$ cat config.mk
export PLATFORM = sky130hd
export DESIGN_NAME = cpu_sram_axi_bridge_flat
export DESIGN_NICKNAME = d
export VERILOG_FILES = /design/src/rtl/cpu_sram_axi_bridge_if.sv /design/src/rtl/cpu_sram_axi_bridge.sv /design/src/flat_wrapper.sv
export SDC_FILE = /design/constraint.sdc
export NUM_CORES = 1
export LEC_CHECK = 0
export ABC_AREA = 0
export CAP_MARGIN = 20
export CELL_PAD_IN_SITES_DETAIL_PLACEMENT = 0
export CELL_PAD_IN_SITES_GLOBAL_PLACEMENT = 2
export CORE_MARGIN = 5
export CORE_UTILIZATION = 24
export CTS_CLUSTER_DIAMETER = 50
export DETAILED_ROUTE_END_ITERATION = 8
export GPL_ROUTABILITY_DRIVEN = 0
export GPL_TIMING_DRIVEN = 0
export PLACE_DENSITY = 0.92
export SYNTH_ARGS = -nofsm -noshare
export SYNTH_HDL_FRONTEND = slang
export SYNTH_SLANG_ARGS = --single-unit
export TNS_END_PERCENT = 10
$ cat constraint.sdc
create_clock -name clk -period 2.59 [get_ports clk]
set_clock_uncertainty 0.2 [all_clocks]
set_input_delay 0.518 -clock clk [delete_from_list [all_inputs] [get_ports clk]]
set_output_delay 0.518 -clock clk [all_outputs]
set_load 0.02 [all_outputs]
$ cat src/rtl/cpu_sram_axi_bridge_if.sv
// AXI read/write channels between the SRAM-to-AXI bridge and the SoC interconnect.
// Constant AXI fields (len, burst, wlast, awid, lock/cache/prot) are tied off at integration.
interface cpu_sram_axi_bridge_if #(
  parameter int ADDR_W = 32,
  parameter int DATA_W = 32
);
  logic [3:0]          arid;
  logic [ADDR_W-1:0]   araddr;
  logic [2:0]          arsize;
  logic                arvalid;
  logic                arready;
  logic [3:0]          rid;
  logic [DATA_W-1:0]   rdata;
  logic                rvalid;
  logic                rready;
  logic [ADDR_W-1:0]   awaddr;
  logic [2:0]          awsize;
  logic                awvalid;
  logic                awready;
  logic [DATA_W-1:0]   wdata;
  logic [DATA_W/8-1:0] wstrb;
  logic                wvalid;
  logic                wready;
  logic                bvalid;
  logic                bready;

  modport master (
    output arid, araddr, arsize, arvalid, input arready,
    input rid, rdata, rvalid, output rready,
    output awaddr, awsize, awvalid, input awready,
    output wdata, wstrb, wvalid, input wready,
    input bvalid, output bready
  );

  modport slave (
    input arid, araddr, arsize, arvalid, output arready,
    output rid, rdata, rvalid, input rready,
    input awaddr, awsize, awvalid, output awready,
    input wdata, wstrb, wvalid, output wready,
    output bvalid, input bready
  );
endinterface

$ cat src/rtl/cpu_sram_axi_bridge.sv
// Merges the core's instruction and data SRAM-like ports onto one AXI master port.
// One read and one write in flight at most; the data port wins arbitration.
module cpu_sram_axi_bridge #(
  parameter int ADDR_W = 32,
  parameter int DATA_W = 32
) (
  input  logic                clk,
  input  logic                rst,
  input  logic                inst_req,
  input  logic [1:0]          inst_size,
  input  logic [ADDR_W-1:0]   inst_addr,
  output logic                inst_addr_ok,
  output logic                inst_data_ok,
  output logic [DATA_W-1:0]   inst_rdata,
  input  logic                data_req,
  input  logic                data_wr,
  input  logic [1:0]          data_size,
  input  logic [ADDR_W-1:0]   data_addr,
  input  logic [DATA_W/8-1:0] data_wstrb,
  input  logic [DATA_W-1:0]   data_wdata,
  output logic                data_addr_ok,
  output logic                data_data_ok,
  output logic [DATA_W-1:0]   data_rdata,
  cpu_sram_axi_bridge_if.master axi
);

  typedef enum logic [1:0] {R_IDLE, R_AR, R_R} r_state_t;
  typedef enum logic [1:0] {W_IDLE, W_AW, W_B} w_state_t;

  r_state_t            r_state;
  w_state_t            w_state;
  logic                r_owner;
  logic [ADDR_W-1:0]   ar_addr;
  logic [1:0]          ar_size;
  logic                arvalid_q;
  logic                rready_q;
  logic                data_rd_ok;
  logic [ADDR_W-1:0]   aw_addr;
  logic [1:0]          aw_size;
  logic [DATA_W-1:0]   w_data;
  logic [DATA_W/8-1:0] w_strb;
  logic                awvalid_q;
  logic                wvalid_q;
  logic                bready_q;
  logic                data_wr_ok;
  logic                r_idle;
  logic                w_idle;
  logic                data_rd_go;
  logic                data_wr_go;
  logic                unused_rid;

  assign r_idle = (r_state == R_IDLE);
  assign w_idle = (w_state == W_IDLE);

  // A load waits for both FSMs to be idle so it can never pass an earlier store.
  assign data_addr_ok = data_req & w_idle & (r_idle | ~r_owner) & (data_wr | r_idle);
  assign inst_addr_ok = inst_req & r_idle & ~(data_req & ~data_wr & w_idle);
  assign data_rd_go   = data_addr_ok & ~data_wr;
  assign data_wr_go   = data_addr_ok & data_wr;

  assign axi.arid    = {3'b000, r_owner};
  assign axi.araddr  = ar_addr;
  assign axi.arsize  = {1'b0, ar_size};
  assign axi.arvalid = arvalid_q;
  assign axi.rready  = rready_q;
  assign axi.awaddr  = aw_addr;
  assign axi.awsize  = {1'b0, aw_size};
  assign axi.awvalid = awvalid_q;
  assign axi.wdata   = w_data;
  assign axi.wstrb   = w_strb;
  assign axi.wvalid  = wvalid_q;
  assign axi.bready  = bready_q;

  assign data_data_ok = data_rd_ok | data_wr_ok;
  assign unused_rid   = ^axi.rid;

  always_ff @(posedge clk) begin
    if (rst) begin
      r_state      <= R_IDLE;
      r_owner      <= 1'b0;
      ar_addr      <= '0;
      ar_size      <= '0;
      arvalid_q    <= 1'b0;
      rready_q     <= 1'b0;
      inst_rdata   <= '0;
      data_rdata   <= '0;
      inst_data_ok <= 1'b0;
      data_rd_ok   <= 1'b0;
    end else begin
      inst_data_ok <= 1'b0;
      data_rd_ok   <= 1'b0;
      case (r_state)
        R_IDLE: begin
          if (data_rd_go) begin
            r_owner   <= 1'b1;
            ar_addr   <= data_addr;
            ar_size   <= data_size;
            arvalid_q <= 1'b1;
            r_state   <= R_AR;
          end else if (inst_addr_ok) begin
            r_owner   <= 1'b0;
            ar_addr   <= inst_addr;
            ar_size   <= inst_size;
            arvalid_q <= 1'b1;
            r_state   <= R_AR;
          end
        end
        R_AR: begin
          if (axi.arready) begin
            arvalid_q <= 1'b0;
            rready_q  <= 1'b1;
            r_state   <= R_R;
          end
        end
        R_R: begin
          if (axi.rvalid) begin
            rready_q <= 1'b0;
            r_state  <= R_IDLE;
            if (r_owner) begin
              data_rdata <= axi.rdata;
              data_rd_ok <= 1'b1;
            end else begin
              inst_rdata   <= axi.rdata;
              inst_data_ok <= 1'b1;
            end
          end
        end
        default: r_state <= R_IDLE;
      endcase
    end
  end

  // AW and W complete independently; B is only accepted once both are done.
  always_ff @(posedge clk) begin
    if (rst) begin
      w_state    <= W_IDLE;
      aw_addr    <= '0;
      aw_size    <= '0;
      w_data     <= '0;
      w_strb     <= '0;
      awvalid_q  <= 1'b0;
      wvalid_q   <= 1'b0;
      bready_q   <= 1'b0;
      data_wr_ok <= 1'b0;
    end else begin
      data_wr_ok <= 1'b0;
      case (w_state)
        W_IDLE: begin
          if (data_wr_go) begin
            aw_addr   <= data_addr;
            aw_size   <= data_size;
            w_data    <= data_wdata;
            w_strb    <= data_wstrb;
            awvalid_q <= 1'b1;
            wvalid_q  <= 1'b1;
            w_state   <= W_AW;
          end
        end
        W_AW: begin
          if (awvalid_q && axi.awready) awvalid_q <= 1'b0;
          if (wvalid_q && axi.wready) wvalid_q <= 1'b0;
          if ((!awvalid_q || axi.awready) && (!wvalid_q || axi.wready)) begin
            bready_q <= 1'b1;
            w_state  <= W_B;
          end
        end
        W_B: begin
          if (axi.bvalid) begin
            bready_q   <= 1'b0;
            data_wr_ok <= 1'b1;
            w_state    <= W_IDLE;
          end
        end
        default: w_state <= W_IDLE;
      endcase
    end
  end

endmodule

$ cat src/flat_wrapper.sv
// flat-port wrapper written by rule: the top's interface ports become plain ports
module cpu_sram_axi_bridge_flat 
#(
  parameter int ADDR_W = 32,
  parameter int DATA_W = 32
)
  (clk, rst, inst_req, inst_size, inst_addr, inst_addr_ok, inst_data_ok, inst_rdata, data_req, data_wr, data_size, data_addr, data_wstrb, data_wdata, data_addr_ok, data_data_ok, data_rdata, axi_arid, axi_araddr, axi_arsize, axi_arvalid, axi_arready, axi_rid, axi_rdata, axi_rvalid, axi_rready, axi_awaddr, axi_awsize, axi_awvalid, axi_awready, axi_wdata, axi_wstrb, axi_wvalid, axi_wready, axi_bvalid, axi_bready);
  cpu_sram_axi_bridge_if #(.ADDR_W(ADDR_W), .DATA_W(DATA_W)) axi_i ();
  input  logic clk;
  input  logic rst;
  input  logic inst_req;
  input  logic [1:0] inst_size;
  input  logic [ADDR_W-1:0] inst_addr;
  output logic inst_addr_ok;
  output logic inst_data_ok;
  output logic [DATA_W-1:0] inst_rdata;
  input  logic data_req;
  input  logic data_wr;
  input  logic [1:0] data_size;
  input  logic [ADDR_W-1:0] data_addr;
  input  logic [DATA_W/8-1:0] data_wstrb;
  input  logic [DATA_W-1:0] data_wdata;
  output logic data_addr_ok;
  output logic data_data_ok;
  output logic [DATA_W-1:0] data_rdata;
  output wire logic [$bits(axi_i.arid)-1:0] axi_arid;
  output wire logic [$bits(axi_i.araddr)-1:0] axi_araddr;
  output wire logic [$bits(axi_i.arsize)-1:0] axi_arsize;
  output wire logic [$bits(axi_i.arvalid)-1:0] axi_arvalid;
  input wire logic [$bits(axi_i.arready)-1:0] axi_arready;
  input wire logic [$bits(axi_i.rid)-1:0] axi_rid;
  input wire logic [$bits(axi_i.rdata)-1:0] axi_rdata;
  input wire logic [$bits(axi_i.rvalid)-1:0] axi_rvalid;
  output wire logic [$bits(axi_i.rready)-1:0] axi_rready;
  output wire logic [$bits(axi_i.awaddr)-1:0] axi_awaddr;
  output wire logic [$bits(axi_i.awsize)-1:0] axi_awsize;
  output wire logic [$bits(axi_i.awvalid)-1:0] axi_awvalid;
  input wire logic [$bits(axi_i.awready)-1:0] axi_awready;
  output wire logic [$bits(axi_i.wdata)-1:0] axi_wdata;
  output wire logic [$bits(axi_i.wstrb)-1:0] axi_wstrb;
  output wire logic [$bits(axi_i.wvalid)-1:0] axi_wvalid;
  input wire logic [$bits(axi_i.wready)-1:0] axi_wready;
  input wire logic [$bits(axi_i.bvalid)-1:0] axi_bvalid;
  output wire logic [$bits(axi_i.bready)-1:0] axi_bready;
  assign axi_arid = axi_i.arid;
  assign axi_araddr = axi_i.araddr;
  assign axi_arsize = axi_i.arsize;
  assign axi_arvalid = axi_i.arvalid;
  assign axi_i.arready = axi_arready;
  assign axi_i.rid = axi_rid;
  assign axi_i.rdata = axi_rdata;
  assign axi_i.rvalid = axi_rvalid;
  assign axi_rready = axi_i.rready;
  assign axi_awaddr = axi_i.awaddr;
  assign axi_awsize = axi_i.awsize;
  assign axi_awvalid = axi_i.awvalid;
  assign axi_i.awready = axi_awready;
  assign axi_wdata = axi_i.wdata;
  assign axi_wstrb = axi_i.wstrb;
  assign axi_wvalid = axi_i.wvalid;
  assign axi_i.wready = axi_wready;
  assign axi_i.bvalid = axi_bvalid;
  assign axi_bready = axi_i.bready;
  cpu_sram_axi_bridge #(.ADDR_W(ADDR_W), .DATA_W(DATA_W)) u_core (.clk(clk), .rst(rst), .inst_req(inst_req), .inst_size(inst_size), .inst_addr(inst_addr), .inst_addr_ok(inst_addr_ok), .inst_data_ok(inst_data_ok), .inst_rdata(inst_rdata), .data_req(data_req), .data_wr(data_wr), .data_size(data_size), .data_addr(data_addr), .data_wstrb(data_wstrb), .data_wdata(data_wdata), .data_addr_ok(data_addr_ok), .data_data_ok(data_data_ok), .data_rdata(data_rdata), .axi(axi_i));
endmodule
==> impl_metrics.json <==
{
  "status": "finished, final reports clean",
  "ys_seq_elements": 181,
  "grt_pass1_wl_um": 43100,
  "regToRegStartpoint": "u_core.r_state[1]",
  "cp.arrival_ns": 1.81,
  "viasPerCell": 4.38,
  "yosys.cell_types.count": 40,
  "fin_tns_setup_ns": 0,
  "drc": 0,
  "start_kind": "register",
  "synth_edf_count": 0,
  "period_needed_ns": 2.53,
  "antenna_found_initial": 6,
  "path_depth": 4,
  "overflow": 0,
  "p_int_mw": 5.21,
  "clockBufferDepth": 2,
  "final_util_pct": 38.3,
  "drt_iter0_drc": 216,
  "rr_endpoint": "u_core.axi.wdata[7]",
  "async_flop_share_pct": 0,
  "core_mm2": 0.0314,
  "vias": 7062,
  "powerDensity_mw_per_mm2": 596,
  "port_buffers": 322,
  "r2r_cells": 6,
  "switchingPower_mw": 1.95,
  "syn-cell-area_mm2": 0.00761,
  "place_hpwl_um": 21200,
  "finalNonFillerCells": 1614,
  "cts_tree": "done",
  "yosysTopAreaCell": "dfxtp_1",
  "switching_share_pct": 27.3,
  "clockPowerShare_pct": 39.5,
  "syn_area_per_cell_um2": 8.93,
  "routedWlPerCell_um": 17.3,
  "critical_path_class": "reg2out",
  "cts_buffers": 17,
  "start_util_pct": 24.2,
  "drive_gt1_share_pct": 8.27,
  "synth_ff_type": "dfxtp_1",
  "crit_buf_inv": 2,
  "p_leak_nw": 4.16,
  "crit_slowest_cell": "or4b_4",
  "grt_max_degree": 19,
  "hp-class": "reg2reg",
  "first_pass_iters": 4,
  "power_mw": 7.16,
  "pre_cts_ws_ns": -1.11,
  "fmax_ghz": 0.396,
  "combinationalPowerShare_pct": 18.5,
  "dpl-instance-area_mm2": 0.0114,
  "final_area_mm2": 0.0120,
  "critPathMaxFanout": 18,
  "final_nets": 1346,
  "cp_top_family": "simple AND/OR/NAND/NOR gates",
  "worstMarginPinSlew_ns": 0.747,
  "hold_slack_ns": 0.254,
  "root_buffer": "clkbuf_16",
  "post-place-cells": 1580,
  "routed_wl_um": 27900,
  "yosysWarnings": 0,
  "die-width_um": 188,
  "grt_pass1_vias": 7365,
  "h-tree-depth": 4,
  "finalHoldViolations": 0,
  "synthCells": 852,
  "hold_buffers": 0,
  "clock_latency_ns": 0.44,
  "area_growth_pct": 58.0,
  "num_io_pins": 333,
  "relSlewSlack_pct": 50.2,
  "die_area_mm2": 0.0354,
  "ant_nets": 0,
  "cp.required_ns": 1.87,
  "fin_crit_sh_pct": 97.5,
  "cp_cell_sequence": "or4b_4, buf_12, and2_1, buf_2",
  "slew_violations": 0,
  "cts.sink_count": 181,
  "worst_ir_drop_vdd_v": 0.000469,
  "synth-seq-area-share_pct": 47.6,
  "cts.clk_slew.worst_paths_ns": 0.07,
  "p_seq_share_pct": 41.9,
  "cp-endpoint": "inst_addr_ok",
  "num_rows": 65,
  "cp-end-kind": "primary output",
  "yosys-top-cells-area": "dfxtp_1 48%, nand2b_1 12%, nand2_1 9.8%",
  "synth.most_common_cell": "nand2_1",
  "die-height_um": 188,
  "cp-startpoint": "u_core.w_state[1]",
  "regToRegSetupSlack_ns": 0.25,
  "synth_top_area_share_pct": 47.6,
  "grtUsageTotal_pct": 15.4,
  "fin_ws_ns": 0.0649,
  "synth.top_cells.by_count": "198 x nand2_1, 181 x dfxtp_1, 143 x nand2b_1",
  "crit_path_max_incr_delay_ns": 0.55,
  "setup_viol": 0,
  "rsz0062_at_grt": "true",
  "drv_cap": 0
}
## cell type report
type / count / area, µm²
multi-input cells: 593 / 3640
repair buffers: 323 / 3220
fillers: 3199 / 19400
flip-flops and latches: 181 / 3630
well taps: 402 / 503
clock buffers: 18 / 429
clock inverters: 14 / 196
inverters: 4 / 15.0
plain buffers: 76 / 385
diodes: 3 / 7.51
## state kept, by name, indices dropped and copies added (netlist names)
name,flops
u_core.ar_size,2
u_core.data_wr_ok,1
u_core.data_rdata,32
u_core.axi.awvalid,1
u_core.aw_size,2
u_core.inst_rdata,32
u_core.r_owner,1
u_core.w_state,2
u_core.axi.bready,1
u_core.inst_data_ok,1
u_core.axi.araddr,32
u_core.data_rd_ok,1
u_core.axi.arvalid,1
u_core.axi.rready,1
u_core.axi.wvalid,1
u_core.axi.wdata,32
u_core.r_state,2
u_core.axi.awaddr,32
u_core.axi.wstrb,4
## how the worst min path moves through the flow
| stage | from | endpoint | depth (start not counted) |
|---|---|---|---|
| after floorplan | u_core.w_state[0] | u_core.data_wr_ok | 1 |
| after global placement | u_core.inst_rdata[16] | u_core.inst_rdata[16] | 2 |
| after detailed placement | u_core.data_rdata[20] | u_core.data_rdata[20] | 2 |
| after CTS | u_core.inst_rdata[16] | u_core.inst_rdata[16] | 2 |
| after global routing | u_core.data_rdata[31] | u_core.data_rdata[31] | 2 |
| final | u_core.data_rdata[31] | u_core.data_rdata[31] | 2 |
## what timing repair did
action,4_1_cts,5_1_grt
cloned,0,0
pin swaps,1,0
resized for setup,26,7
setup buffers,1,0
endpoints found under the setup margin,32,12
## layout by cell type, fill, tap and decap left out, types with 7 or more instances in the layout
cell / instances
a311oi_2: 28
clkbuf_16: 17
buf_4: 7
dfxtp_1: 179
clkbuf_1: 47
nand2b_1: 143
buf_2: 12
clkdlybuf4s50_1: 318
nand2_1: 198
a21oi_1: 72
nor3_1: 34
mux2i_1: 71
## cell families (layout without fill, tap and decap cells)
kind of cell	Yosys count	in the layout	share of synthesized area [%]
other cells	1	8	0.0493
compound gates	117	117	12.1
flops	181	181	47.6
mux	71	71	9.34
buf+inv	82	435	4.92
simple gates	400	400	26.0
## power groups by stage
stage | Sequential [mW] | Clock (mW) | Combinational (mW)
final | 3.00 | 2.83 | 1.33
after floorplan | 3.22 | 0 | 0.477
after global routing | 3.02 | 3.03 | 1.42
after CTS | 3.00 | 2.94 | 1.35
after global placement | 3.06 | 0 | 1.32
after detailed placement | 3.06 | 0 | 1.33
## routing by layer
| layer | wire [µm] | global-route usage (%) |
|---|---|---|
| met3 | 2090 | 5.49 |
| met4 | 750 | 5.70 |
| met1 | 11900 | 18.5 |
| met2 | 13200 | 25.5 |
| met5 | 13 | 0 |
## tightest hold or removal path, cell delays in order (launching register included)
cell     delay (ns)
dfxtp_1        0.31
nand2_1        0.05
a21oi_1        0.05
Note: power is estimated with default switching activity, not from simulation.
